### src/rtl/game_pkg.sv
// Shared definitions for the counting-game turn controller: FSM states,
// game mode encodings and player indices.
package game_pkg;

  typedef enum logic [2:0] {
    ST_IDLE  = 3'd0,
    ST_LOAD  = 3'd1,
    ST_WAIT  = 3'd2,
    ST_SCORE = 3'd3,
    ST_DONE  = 3'd4
  } state_t;

  localparam logic [1:0] MODE_UP1 = 2'b00;
  localparam logic [1:0] MODE_UP2 = 2'b01;
  localparam logic [1:0] MODE_DN1 = 2'b10;
  localparam logic [1:0] MODE_DN2 = 2'b11;

  localparam logic PLAYER0 = 1'b0;
  localparam logic PLAYER1 = 1'b1;

endpackage

### src/rtl/rr_arbiter2.sv
// Two-way round-robin arbiter; the pointer names the player that wins a tie.
// Purely combinational, the pointer register is kept by the parent.
module rr_arbiter2
  import game_pkg::*;
(
  input  logic [1:0] req,
  input  logic       ptr,
  output logic [1:0] grant
);

  always_comb begin
    // NOTE: every always_comb output gets a default first so no path can infer a latch.
    grant = 2'b00;
    if (ptr == PLAYER0) begin
      if (req[0])      grant = 2'b01;
      else if (req[1]) grant = 2'b10;
    end else begin
      if (req[1])      grant = 2'b10;
      else if (req[0]) grant = 2'b01;
    end
  end

endmodule

### src/rtl/game_turn_arbiter.sv
// Shares one counting-game instance between two players: round-robin turn
// grant, one-cycle game load, result wait with timeout, scoring and match end.
module game_turn_arbiter
  import game_pkg::*;
#(
  parameter  int INPUT      = 4,
  parameter  int TARGET     = 15,
  parameter  int WIN_POINTS = 3,
  parameter  int TIMEOUT    = 64,
  localparam int SW         = $clog2(WIN_POINTS + 1)
) (
  input  logic             clk,
  input  logic             rst,
  input  logic [1:0]       req,
  input  logic [1:0]       p0_mode,
  input  logic [1:0]       p1_mode,
  input  logic [INPUT-1:0] p0_seed,
  input  logic [INPUT-1:0] p1_seed,
  input  logic             new_match,
  output logic [1:0]       grant,
  output logic [1:0]       game_ctrl,
  output logic [INPUT-1:0] game_seed,
  output logic             game_init,
  input  logic             game_winner,
  input  logic             game_loser,
  input  logic             game_over,
  output logic [SW-1:0]    score0,
  output logic [SW-1:0]    score1,
  output logic             busy,
  output logic             timeout,
  output logic             match_done,
  output logic             match_winner
);

  localparam int               CW        = $clog2(TIMEOUT + 1);
  localparam logic [CW-1:0]    CNT_MAX   = CW'(TIMEOUT);
  localparam logic [SW-1:0]    SCORE_MAX = SW'(WIN_POINTS);
  localparam logic [INPUT-1:0] SEED_TGT  = INPUT'(TARGET);
  localparam logic [INPUT-1:0] SEED_TOP  = INPUT'(TARGET - 1);

  // Keep the game away from its degenerate start values: 0 and >= TARGET.
  function automatic logic [INPUT-1:0] clamp_seed(input logic [INPUT-1:0] s);
    if (s == '0)            return INPUT'(1);
    else if (s >= SEED_TGT) return SEED_TOP;
    else                    return s;
  endfunction

  state_t          state, next_state;
  logic            ptr;
  logic [1:0]      arb_grant;
  logic [CW-1:0]   cnt;
  logic            win_flag, over_flag;
  logic            busy_d, done_d;
  logic [SW-1:0]   cur_score, new_score, new_score0, new_score1;
  logic            ends_match;

  rr_arbiter2 u_arb (
    .req   (req),
    .ptr   (ptr),
    .grant (arb_grant)
  );

  // Score outcome of the round currently in SCORE.
  always_comb begin
    cur_score = grant[1] ? score1 : score0;
    new_score = cur_score;
    if (win_flag && (cur_score != SCORE_MAX)) new_score = cur_score + SW'(1);
    new_score0 = grant[0] ? new_score : score0;
    new_score1 = grant[1] ? new_score : score1;
    ends_match = (win_flag && (new_score == SCORE_MAX)) || over_flag;
  end

  // State register.
  always_ff @(posedge clk or negedge rst) begin
    // NOTE: sequential state is always assigned with <= so every flop samples pre-edge values.
    if (!rst) state <= ST_IDLE;
    else      state <= next_state;
  end

  // Next-state logic.
  always_comb begin
    next_state = state;
    unique case (state)
      ST_IDLE:  if (|req) next_state = ST_LOAD;
      ST_LOAD:  next_state = ST_WAIT;
      ST_WAIT: begin
        if (game_winner || game_loser || game_over) next_state = ST_SCORE;
        else if (cnt == CNT_MAX)                    next_state = ST_IDLE;
      end
      ST_SCORE: next_state = ends_match ? ST_DONE : ST_IDLE;
      ST_DONE:  if (new_match) next_state = ST_IDLE;
      default:  next_state = ST_IDLE;
    endcase
  end

  // Output decode: init straight from LOAD, the rest staged for registering.
  always_comb begin
    game_init = (state == ST_LOAD);
    busy_d    = (next_state == ST_LOAD) || (next_state == ST_WAIT) ||
                (next_state == ST_SCORE);
    done_d    = (next_state == ST_DONE);
  end

  always_ff @(posedge clk or negedge rst) begin
    if (!rst) begin
      ptr          <= PLAYER0;
      grant        <= 2'b00;
      game_ctrl    <= 2'b00;
      game_seed    <= '0;
      cnt          <= '0;
      win_flag     <= 1'b0;
      over_flag    <= 1'b0;
      score0       <= '0;
      score1       <= '0;
      busy         <= 1'b0;
      timeout      <= 1'b0;
      match_done   <= 1'b0;
      match_winner <= 1'b0;
    end else begin
      busy       <= busy_d;
      match_done <= done_d;
      timeout    <= 1'b0;
      unique case (state)
        ST_IDLE: begin
          if (|req) begin
            grant     <= arb_grant;
            game_ctrl <= arb_grant[1] ? p1_mode : p0_mode;
            game_seed <= clamp_seed(arb_grant[1] ? p1_seed : p0_seed);
          end
        end
        ST_LOAD: begin
          cnt       <= '0;
          win_flag  <= 1'b0;
          over_flag <= 1'b0;
        end
        ST_WAIT: begin
          if (game_winner || game_loser || game_over) begin
            win_flag  <= game_winner;
            over_flag <= game_over;
          end else if (cnt == CNT_MAX) begin
            // Voided round: no credit, but the turn still passes on.
            timeout <= 1'b1;
            grant   <= 2'b00;
            ptr     <= grant[0] ? PLAYER1 : PLAYER0;
          end else begin
            cnt <= cnt + CW'(1);
          end
        end
        ST_SCORE: begin
          score0 <= new_score0;
          score1 <= new_score1;
          grant  <= 2'b00;
          ptr    <= grant[0] ? PLAYER1 : PLAYER0;
          if (ends_match) match_winner <= (new_score1 > new_score0);
        end
        ST_DONE: begin
          if (new_match) begin
            score0       <= '0;
            score1       <= '0;
            match_winner <= 1'b0;
          end
        end
        default: ;
      endcase
    end
  end

endmodule

### config.mk
export PLATFORM = sky130hd
export DESIGN_NAME = game_turn_arbiter
export DESIGN_NICKNAME = d
export VERILOG_FILES = /design/src/rtl/game_pkg.sv /design/src/rtl/rr_arbiter2.sv /design/src/rtl/game_turn_arbiter.sv
export SDC_FILE = /design/constraint.sdc
export NUM_CORES = 1
export LEC_CHECK = 0
export CAP_MARGIN = 5
export CORE_ASPECT_RATIO = 2
export CORE_MARGIN = 4
export CORE_UTILIZATION = 50
export CTS_CLUSTER_SIZE = 40
export DETAILED_ROUTE_END_ITERATION = 12
export PLACE_DENSITY_LB_ADDON = 0.25
export REMOVE_ABC_BUFFERS = 1
export SLEW_MARGIN = 0
export SYNTH_ARGS = -nofsm -noshare
export SYNTH_HDL_FRONTEND = slang
export SYNTH_SLANG_ARGS = --single-unit
### constraint.sdc
create_clock -name clk -period 2.9 [get_ports clk]
set_input_delay 0.29 -clock clk [delete_from_list [all_inputs] [get_ports clk]]
set_output_delay 0.29 -clock clk [all_outputs]
set_load 0.02 [all_outputs]
==> run summary, run 1 <==
Run status -> finished clean
Netlist cell types -> 51
R2R depth -> 10
Worst-path clk slew -> 0.07 ns
Crit-path max FO -> 6
Worst Path Arrival -> 2.94 ns
Initial antenna violation count -> 0
Hold Crit Class -> in -> async
Setup violations, final -> 0
Fmax -> 0.3591 GHz
Sequential element share of the synthesized area -> 43.19%
Slew Limit Fails -> 0
Number of synthesized register bits -> 29
Area of the multi-input gates -> 920.9 sq um
Initial Utilization -> 52.63%
# hold bufs at CTS -> 0
Via count of the first global-routing pass -> 1547
Leak pwr -> 0.9874 nW
Syn Std Cell Area -> 1680 sq um
Final hold vios -> 0
All-layer global routing usage -> 18.91%
Rel. slew slack -> 47.00%
Final wirelength -> 4039 um
Period utilization -> 96.03%
WL per Instance -> 16.16 um
Pwr/cell area -> 945.2 nW/um^2
Total grt overflow -> 0
Least-Margin Pin Slew -> 0.7897 ns
Commonest cells post-synth -> 29 x dfrtp_1, 28 x nand2_1, 14 x o21ai_1, 10 x nor2_1
DRC Markers -> 0
Top-count cell post-synth -> dfrtp_1
Yosys warnings -> 0
DRT antenna net count -> 0
FF/Latch Area -> 726.9 sq um
Dominant cells by area after synthesis -> dfrtp_1 43%, nand2_1 6.3%, mux2i_1 4.2%, o21ai_1 4.2%, ha_1 3.7%
CP required -> 3.06 ns
CP endpoint kind -> register
Share of cells above drive strength 1 -> 11.42%
Top cell type by total area after synthesis -> dfrtp_1
RSZ-0062 raised after global routing -> false
Startpoint types -> register
CTS tree -> yes
Largest net degree at the start of global routing -> 30
WHS -> 0.3836 ns
Num rows -> 29
Area growth syn-to-layout -> 30.53%
Mapped Cells -> 174
Via count -> 1482
Die H -> 89.99 um
Syn avg cell area -> 9.657 sq um
Post-DP HPWL -> 3063 um
Root Driver -> clkbuf_8
Crit path kind -> reg -> reg
Clk_skew -> 0.008285 ns
NumNets Final -> 243
Max Cap Viol -> 0
Clk_lat worst skew -> 0.28 ns
Post-synth ARST share -> 100.0%
Number of flops mapped to enable cells by yosys -> 0
Fill cells -> 267
Core area -> 3193 sq um
Max clock buf depth -> 2
# port buffers -> 36
CTS sink count -> 29
Htree depth -> 2
Setup_tns -> 0 ns
GP Congestion -> 0.8115
Period minus WS final -> 2.785 ns
Drt pass-1 iters -> 4
Maximum resistive drop on vdd -> 0.5469 mV
DRT iter0 DRCs -> 26
Die ar. -> 4408 sq um
I/O Pins -> 37
Cts bufs inserted -> 5
Main synth FF type -> dfrtp_1
Synth top area share -> 43.19%
Die extent in x -> 48.99 um
Number of diodes -> 0
First-pass GRT wire length -> 6755 um
Vias per cell -> 5.928
sequential cells by signal, indices dropped and copies added (netlist names), 2 cells and up:
name and count:
cnt 7, game_ctrl 2, game_seed 4, grant 2
score0 2, score1 2, state 3
metrics by stage:
stage / util (%) / std cells / setup WS, ns / power (mW) / cell area (sq um)
6_report: 68.69 / 250 / 0.1152 / 2.073 / 2193
2_1_floorplan: - / 169 / 0.1361 / 1.311 / 1654
3_3_place_gp: 65.01 / 239 / 0.1494 / 1.681 / 2076
3_5_place_dp: 65.01 / 239 / -0.003300 / 1.729 / 2076
4_1_cts: 67.75 / 247 / 0.03605 / 2.058 / 2163
5_1_grt: 68.69 / 250 / 0.01776 / 2.217 / 2193
timing repair:
item | in CTS | in global routing
buffers inserted | 0 | 3
pin swaps | 0 | 1
setup endpoints to repair | 1 | 1
resized for setup | 1 | 3
cell families after synthesis:
logic type | share of synthesized area (%)
AOI/OAI and AO/OA | 14.15
buffers and inverters | 2.457
adders and majority gates | 3.723
xor gates and xnor gates | 2.606
muxes | 8.414
DFF | 43.19
and+or+nand+nor | 25.47
layout make-up:
class | count | share of cell area (%)
multi-input combinational | 136 | 41.99
timing repair buffer | 42 | 18.48
tap | 31 | 1.768
clock inverter | 3 | 0.7986
inverter | 4 | 0.6845
clock buffer | 5 | 3.137
sequential | 29 | 33.14
path summary, 6_finish.rpt:
| check | to | from | slack, ns |
|---|---|---|---|
| max | match_winner | grant[1] | 0.12 |
| min | game_ctrl[1] | rst | 0.38 |
| max reg2reg | match_winner | grant[1] | 0.12 |
| min reg2reg | game_seed[1] | game_seed[1] | 0.49 |
| max in group asynchronous | grant[1] | rst | 2.23 |
| min in group clk | game_seed[1] | game_seed[1] | 0.49 |
worst max-delay path, cell delays in order, from the launching register on:
cell and delay, ns:
dfrtp_2 0.45, mux2_1 0.35, ha_2 0.20, and2b_2 0.24, mux2_2 0.34, mux2i_2 0.18, ha_1 0.28, nor2b_1 0.15
o2111ai_1 0.19, o311a_1 0.19, nand3_1 0.08
layout by cell type, fill, tap and decap left out, types with 4 or more instances in the layout:
master | netlist | layout
xor2_1 | 5 | 5
a22o_1 | 5 | 5
clkdlybuf4s50_1 | 0 | 36
nor2_1 | 10 | 10
clkbuf_8 | 0 | 5
nand3_1 | 4 | 4
a21oi_1 | 6 | 6
mux2i_1 | 7 | 6
dfrtp_1 | 29 | 28
ha_1 | 5 | 4
nand4_1 | 7 | 7
o21ai_1 | 14 | 14
nand2_1 | 28 | 28
buf_4 | 1 | 6
metal layers:
| layer | part of all wire, % | GRT usage (%) | vias to the layer above |
|---|---|---|---|
| met3 | 2.8 | 3.974 | 10 |
| li1 | - | - | 722 |
| met1 | 38 | 18.41 | 722 |
| met5 | 0 | 0 | - |
| met2 | 57 | 35.37 | 28 |
| met4 | 2.8 | 9.663 | 0 |
power by group:
part	switching (mW)	internal, mW	total (mW)
registers	0.183	0.540	0.723
clock network	0.158	0.165	0.323
logic	0.520	0.507	1.03
total	0.861	1.21	2.07
Note: power is estimated with default switching activity, not from simulation.
==> run 2, diff against run 1 <==
--- a/config.mk
+++ b/config.mk
@@ -7,7 +7,7 @@
 export LEC_CHECK = 0
 export CAP_MARGIN = 5
 export CORE_ASPECT_RATIO = 2
-export CORE_MARGIN = 4
+export CORE_MARGIN = 3
 export CORE_UTILIZATION = 50
 export CTS_CLUSTER_SIZE = 40
 export DETAILED_ROUTE_END_ITERATION = 12
==> run 2 against run 1 <==
Net effect:
- highest routed layer unchanged
- register-to-register slack hardly changed
- non-clock buffer count decreased by 1
- sequential power shrank 3.5%
- sequential cell count unchanged
==> run summary, run 2 (synthesis results as in run 1) <==
Worst path depth -> 10 (unchanged)
Number of diodes -> 0 (unchanged)
CP endpoint kind -> register
Fill cells -> 259 (-3.0%)
Area growth syn-to-layout -> 30.98%
Final core occ -> 68.93% (+0.24 points)
GP Congestion -> 0.8217 (+1.3%)
Reg2Reg Setup Slack -> 0.11 ns (about the same)
Crit-path max FO -> 6 (unchanged)
Hold Crit Class -> in -> async
DP Worst Slack -> -0.03186 ns (-0.02856 ns)
Slew Limit Fails -> 0 (unchanged)
Final hold vios -> 0 (unchanged)
Drt pass-1 iters -> 4 (unchanged)
Critical Path End -> match_winner
Largest net degree at the start of global routing -> 30 (unchanged)
Startpoint types -> register
Finished Cell Area -> 2201 sq um (+0.34%)
CTS tree -> yes
RSZ-0062 raised after global routing -> false
Placed cells -> 239 (unchanged)
CTS sink count -> 29 (unchanged)
I/O Pins -> 37 (unchanged)
Root Driver -> clkbuf_8
Initial antenna violation count -> 0 (unchanged)
Rel. slew slack -> 47.48% (+0.47 points)
Htree depth -> 2 (unchanged)
Most flops, register -> cnt
DRT iter0 DRCs -> 21 (-19%)
R2R depth -> 10 (unchanged)
Via count of the first global-routing pass -> 1519 (-1.8%)
Crit path cell chain -> mux2_1, ha_2, and2b_2, mux2_2, mux2i_2, ha_1, nor2b_1, o2111ai_1, o311a_1, nand3_1
Initial Utilization -> 52.63% (unchanged)
Final WS setup -> 0.1130 ns (-0.002165 ns)
Buf+Inv Stages, Crit Path -> 0 (unchanged)
Die ar. -> 4134 sq um (-6.2%)
Most frequent cells in the layout -> 36 x clkdlybuf4s50_1, 28 x nand2_1, 28 x dfrtp_1
Post-DP HPWL -> 3130 um (+2.2%)
Setup_tns -> 0 ns (unchanged)
Max clock buf depth -> 2 (unchanged)
Period minus WS final -> 2.787 ns (+0.002165 ns)
Clk_skew -> 0.004020 ns (-0.004265 ns)
Worst-path clk slew -> 0.06 ns (about the same)
Cts bufs inserted -> 5 (unchanged)
Clk_lat worst skew -> 0.28 ns (about the same)
Vias per cell -> 5.880 (-0.82%)
Worst Path Arrival -> 2.94 ns (about the same)
Largest register FFs -> 7 (unchanged)
Reg-to-reg endpoint -> match_winner
WHS -> 0.3899 ns (+0.006302 ns)
Final wirelength -> 4124 um (+2.1%)
Cell Count, Final, Fillers Out -> 249 (-0.40%)
Via count -> 1464 (-1.2%)
DRC Markers -> 0 (unchanged)
Slowest CP cell -> dfrtp_2
Placed cell area -> 2076 sq um (unchanged)
Maximum resistive drop on vdd -> 0.6432 mV (+18%)
Run status -> finished clean
Cell family with most CP delay -> multiplexers
Largest regs -> cnt x7, game_seed x4, state x3
Num rows -> 29 (unchanged)
Max incr delay on CP -> 0.46 ns (about the same)
Leak pwr -> 0.9923 nW (+0.49%)
Period utilization -> 96.10% (about the same)
Max Cap Viol -> 0 (unchanged)
Fmax -> 0.3588 GHz (about the same)
Pwr/cell area -> 963.5 nW/um^2 (+1.9%)
WL per Instance -> 16.56 um (+2.5%)
Total grt overflow -> 0 (unchanged)
First-pass GRT wire length -> 6644 um (-1.6%)
CP required -> 3.06 ns (about the same)
DRT antenna net count -> 0 (unchanged)
Crit. Startpoint -> grant[1]
# port buffers -> 36 (unchanged)
Setup violations, final -> 0 (unchanged)
Crit path kind -> reg -> reg
Die H -> 87.99 um (-2.2%)
Die extent in x -> 46.99 um (-4.1%)
All-layer global routing usage -> 22.42% (+3.5 points)
R2r startpoint -> grant[1]
Most common cell after layout, fill and taps aside -> clkdlybuf4s50_1
Total Power -> 2.121 mW (+2.3%)
Least-Margin Pin Slew -> 0.7826 ns (-0.007077 ns)
NumNets Final -> 242 (-0.41%)
Core area -> 3193 sq um (unchanged)
# hold bufs at CTS -> 0 (unchanged)
Share of cells above drive strength 1 -> 11.01% (-0.41 points)
-- run 2: area by class of cell --
cell class	instances	area, sq um	share of cell area (%)
Clock buffer	7	96.34	4.377
Clock inverter	1	5.005	0.2274
Inverter	4	15.01	0.6822
Multi-Input combinational cell	136	920.9	41.84
Sequential cell	29	726.9	33.03
Tap cell	31	38.79	1.762
Timing Repair Buffer	41	397.9	18.08
-- run 2: power by group --
group          leakage, nW  switching, mW  internal (mW)
Combinational        0.564          0.556          0.504
Clock               0.0542          0.149          0.214
Sequential           0.374          0.157          0.541
Total                0.992          0.861           1.26
-- run 2: what timing repair did --
action | in CTS | in global routing
buffers inserted | 0 | 2
endpoints found under the hold margin | 0 | 0
gates resized for setup | 2 | 2
endpoints found under the setup margin | 1 | 1
-- run 2: worst min-delay path by stage --
stage,start,to,depth (start not counted)
floorplan,rst,busy,0
global placement,game_seed[0],game_seed[0],2
detailed placement,game_ctrl[1],game_ctrl[1],2
CTS,rst,game_ctrl[1],2
global route,rst,game_ctrl[1],2
finish,rst,game_ctrl[1],2
-- run 2: per-layer routing --
metal / vias up / GRT usage, % / wire [um]
met4: 0 / 8.312 / 57
met3: 6 / 4.527 / 112
met5: - / 0 / 0
met1: 715 / 21.58 / 1462
li1: 719 / - / -
met2: 24 / 42.87 / 2491
==> run 3, diff against run 2 <==
--- a/config.mk
+++ b/config.mk
@@ -5,15 +5,16 @@
 export SDC_FILE = /design/constraint.sdc
 export NUM_CORES = 1
 export LEC_CHECK = 0
-export CAP_MARGIN = 5
+export CAP_MARGIN = 20
 export CORE_ASPECT_RATIO = 2
 export CORE_MARGIN = 3
 export CORE_UTILIZATION = 50
 export CTS_CLUSTER_SIZE = 40
 export DETAILED_ROUTE_END_ITERATION = 12
-export PLACE_DENSITY_LB_ADDON = 0.25
+export PLACE_DENSITY = 0.79
 export REMOVE_ABC_BUFFERS = 1
 export SLEW_MARGIN = 0
 export SYNTH_ARGS = -nofsm -noshare
 export SYNTH_HDL_FRONTEND = slang
+export SYNTH_HIERARCHICAL = 1
 export SYNTH_SLANG_ARGS = --single-unit
==> run 3 against run 2 <==
Net effect:
- non-clock buffer count down 3
- critical path type unchanged
- die area down 2.4%
- clock-buffer cell count down 2
- largest cell class unchanged
- critical path depth unchanged
==> run summary, run 3 <==
Run status -> finished clean
Most frequent cells in the layout -> 36 x clkdlybuf4s50_1, 29 x dfrtp_1, 25 x nand2_1
DRT iter0 DRCs -> 32 (+52%)
Postcts setup bufs -> 0 (unchanged)
Share of cells above drive strength 1 -> 9.569% (-1.4 points)
Post-synth ARST share -> 100.0% (unchanged)
Finished Cell Area -> 2100 sq um (-4.6%)
Area of the multi-input gates -> 848.3 sq um (-7.9%)
Initial Utilization -> 53.65% (+1.0 points)
Sequential element share of the synthesized area -> 44.38% (+1.2 points)
Setup_tns -> 0 ns (unchanged)
Die H -> 86.88 um (-1.3%)
Final wirelength -> 3791 um (-8.1%)
DRT antenna net count -> 0 (unchanged)
Worst-path clk slew -> 0.07 ns (about the same)
# port buffers -> 36 (unchanged)
Synth Area in Adders -> 3.826% (+0.10 points)
DRC Markers -> 0 (unchanged)
Clk_skew -> 0.006588 ns (+0.002568 ns)
Top-count cell post-synth -> dfrtp_1
Fill cells -> 246 (-5.0%)
CTS sink count -> 29 (unchanged)
Most flops, register -> cnt
Period utilization -> 93.90% (-2.2 points)
I/O Pins -> 37 (unchanged)
Setup violations, final -> 0 (unchanged)
Via count of the first global-routing pass -> 1487 (-2.1%)
Max clock buf depth -> 2 (unchanged)
Maximum resistive drop on vdd -> 0.6782 mV (+5.4%)
Post-DP HPWL -> 2954 um (-5.6%)
Dominant cells by area after synthesis -> dfrtp_1 44%, nand2_1 5.7%, mux2i_1 4.9%, mux2_2 4.8%, ha_1 3.8%
Number of flops mapped to enable cells by yosys -> 0 (unchanged)
Mapped Cells -> 171 (-1.7%)
Num rows -> 28 (-3.4%)
Final hold vios -> 0 (unchanged)
Xor-xnor portion of the synthesized cell area -> 1.071% (-1.5 points)
GP Congestion -> 0.8410 (+2.3%)
Drt pass-1 iters -> 4 (unchanged)
Total grt overflow -> 0 (unchanged)
Syn Std Cell Area -> 1635 sq um (-2.7%)
Number of diodes -> 0 (unchanged)
CTS tree -> yes
Period minus WS final -> 2.723 ns (-0.06389 ns)
Post-CTS Resized -> 0 (-2)
Slew Limit Fails -> 0 (unchanged)
Die extent in x -> 46.44 um (-1.2%)
RSZ-0062 raised after global routing -> false
CP endpoint kind -> register
Largest family of logic cells by synthesized area -> simple AND/OR/NAND/NOR gates
Pwr/cell area -> 919.7 nW/um^2 (-4.5%)
Crit path kind -> reg -> reg
CP required -> 3.05 ns (about the same)
Area growth syn-to-layout -> 28.39%
FF/Latch Area -> 725.7 sq um (-0.17%)
# hold bufs at CTS -> 0 (unchanged)
Root Driver -> clkbuf_8
All-layer global routing usage -> 21.78% (-0.64 points)
First-pass GRT wire length -> 6548 um (-1.4%)
Htree depth -> 2 (unchanged)
Via count -> 1418 (-3.1%)
Startpoint types -> register
Number of synthesized register bits -> 29 (unchanged)
Largest register FFs -> 7 (unchanged)
Post-synthesis mux area share -> 9.717% (+1.3 points)
Largest regs -> cnt x7, game_seed x4, state x3
Initial antenna violation count -> 0 (unchanged)
Rel. slew slack -> 61.82% (+14 points)
Cts bufs inserted -> 5 (unchanged)
Core area -> 3048 sq um (-4.5%)
Hold Crit Class -> in -> async
Main synth FF type -> dfrtp_1
Fmax -> 0.3672 GHz (+2.3%)
Leak pwr -> 0.9430 nW (-5.0%)
Commonest cells post-synth -> 29 x dfrtp_1, 25 x nand2_1, 12 x o21ai_0, 9 x nand3_1
WL per Instance -> 15.86 um (-4.2%)
Synth top area share -> 44.38% (+1.2 points)
Placed cell area -> 2011 sq um (-3.1%)
NumNets Final -> 233 (-3.7%)
Die ar. -> 4035 sq um (-2.4%)
Simple-Gate Fraction of Synth Area -> 21.27% (-4.2 points)
Clk_lat worst skew -> 0.27 ns (about the same)
Post-synthesis compound-gate area fraction -> 15.84% (+1.7 points)
Crit-path max FO -> 5 (-1)
Top cell type by total area after synthesis -> dfrtp_1
Most common cell after layout, fill and taps aside -> clkdlybuf4s50_1
Largest net degree at the start of global routing -> 30 (unchanged)
Worst Path Arrival -> 2.87 ns (-0.07 ns)
Least-Margin Pin Slew -> 0.5674 ns (-0.2152 ns)
Reg2Reg Setup Slack -> 0.18 ns (+0.06 ns)
Syn avg cell area -> 9.563 sq um (-0.97%)
Yosys warnings -> 6 (+6)
Max Cap Viol -> 0 (unchanged)
Netlist cell types -> 43 (-16%)
Vias per cell -> 5.933 (+0.91%)
==> run 3: where the power goes <==
group	total, mW	switching [mW]	leakage [nW]	internal (mW)
clock network	0.321	0.156	0.0439	0.165
logic	0.921	0.482	0.522	0.439
registers	0.689	0.156	0.377	0.533
total	1.93	0.794	0.943	1.14
==> run 3: worst max-delay path: stages, from the launching register on <==
cell and delay (ns):
dfrtp_1 0.42, mux2_2 0.40, ha_1 0.24, nor2b_2 0.18
mux2_2 0.35, mux2i_1 0.18, ha_1 0.27, nor2b_1 0.14
a2bb2oi_1 0.14, a31oi_1 0.17, nand3_1 0.11
==> run 3: final cells by class <==
class / instances / area share (%)
clock buffer: 5 / 3.278
clock inverter: 3 / 0.8343
inverter: 7 / 1.251
multi-input combinational: 127 / 40.41
sequential: 29 / 34.57
tap: 30 / 1.788
timing repair buffer: 38 / 17.88
==> run 3: cell families (layout without fill, tap and decap cells) <==
logic type,after synthesis,count (layout)
mux,15,15
compound gates,38,38
fa+ha+maj,5,5
flops,29,29
simple gates,67,67
buf+inv,15,53
xor+xnor,2,2
==> run 3: metal layers <==
metal / GRT usage [%] / up-vias / part of all wire (%)
li1: - / 687 / -
met1: 24.70 / 700 / 38
met2: 37.19 / 21 / 57
met3: 3.727 / 10 / 2.6
met4: 10.62 / 0 / 2.2
met5: 0 / - / 0
==> run 3: worst paths after layout <==
check | from | endpoint | depth (start not counted)
max in group asynchronous | rst | grant[0] | 2
min in group clk | game_seed[0] | game_seed[0] | 1
hold / removal | rst | score1[1] | 2
setup / recovery | grant[1] | match_winner | 10
setup reg to reg | grant[1] | match_winner | 10
hold reg to reg | game_seed[0] | game_seed[0] | 1
==> run 3: metrics by stage <==
| step | power [mW] | std cells | worst slack [ns] | hold slack [ns] | util, % |
|---|---|---|---|---|---|
| 2_1_floorplan | 1.244 | 163 | 0.2087 | -0.005591 | - |
| 3_5_place_dp | 1.620 | 231 | 0.1094 | 0.4694 | 65.97 |
| 5_1_grt | 2.075 | 239 | 0.04959 | 0.4307 | 68.88 |
| 4_1_cts | 1.945 | 239 | 0.1005 | 0.4045 | 68.80 |
| 6_report | 1.931 | 239 | 0.1769 | 0.3886 | 68.88 |
| 3_3_place_gp | 1.574 | 231 | 0.2555 | 0.4617 | 65.97 |
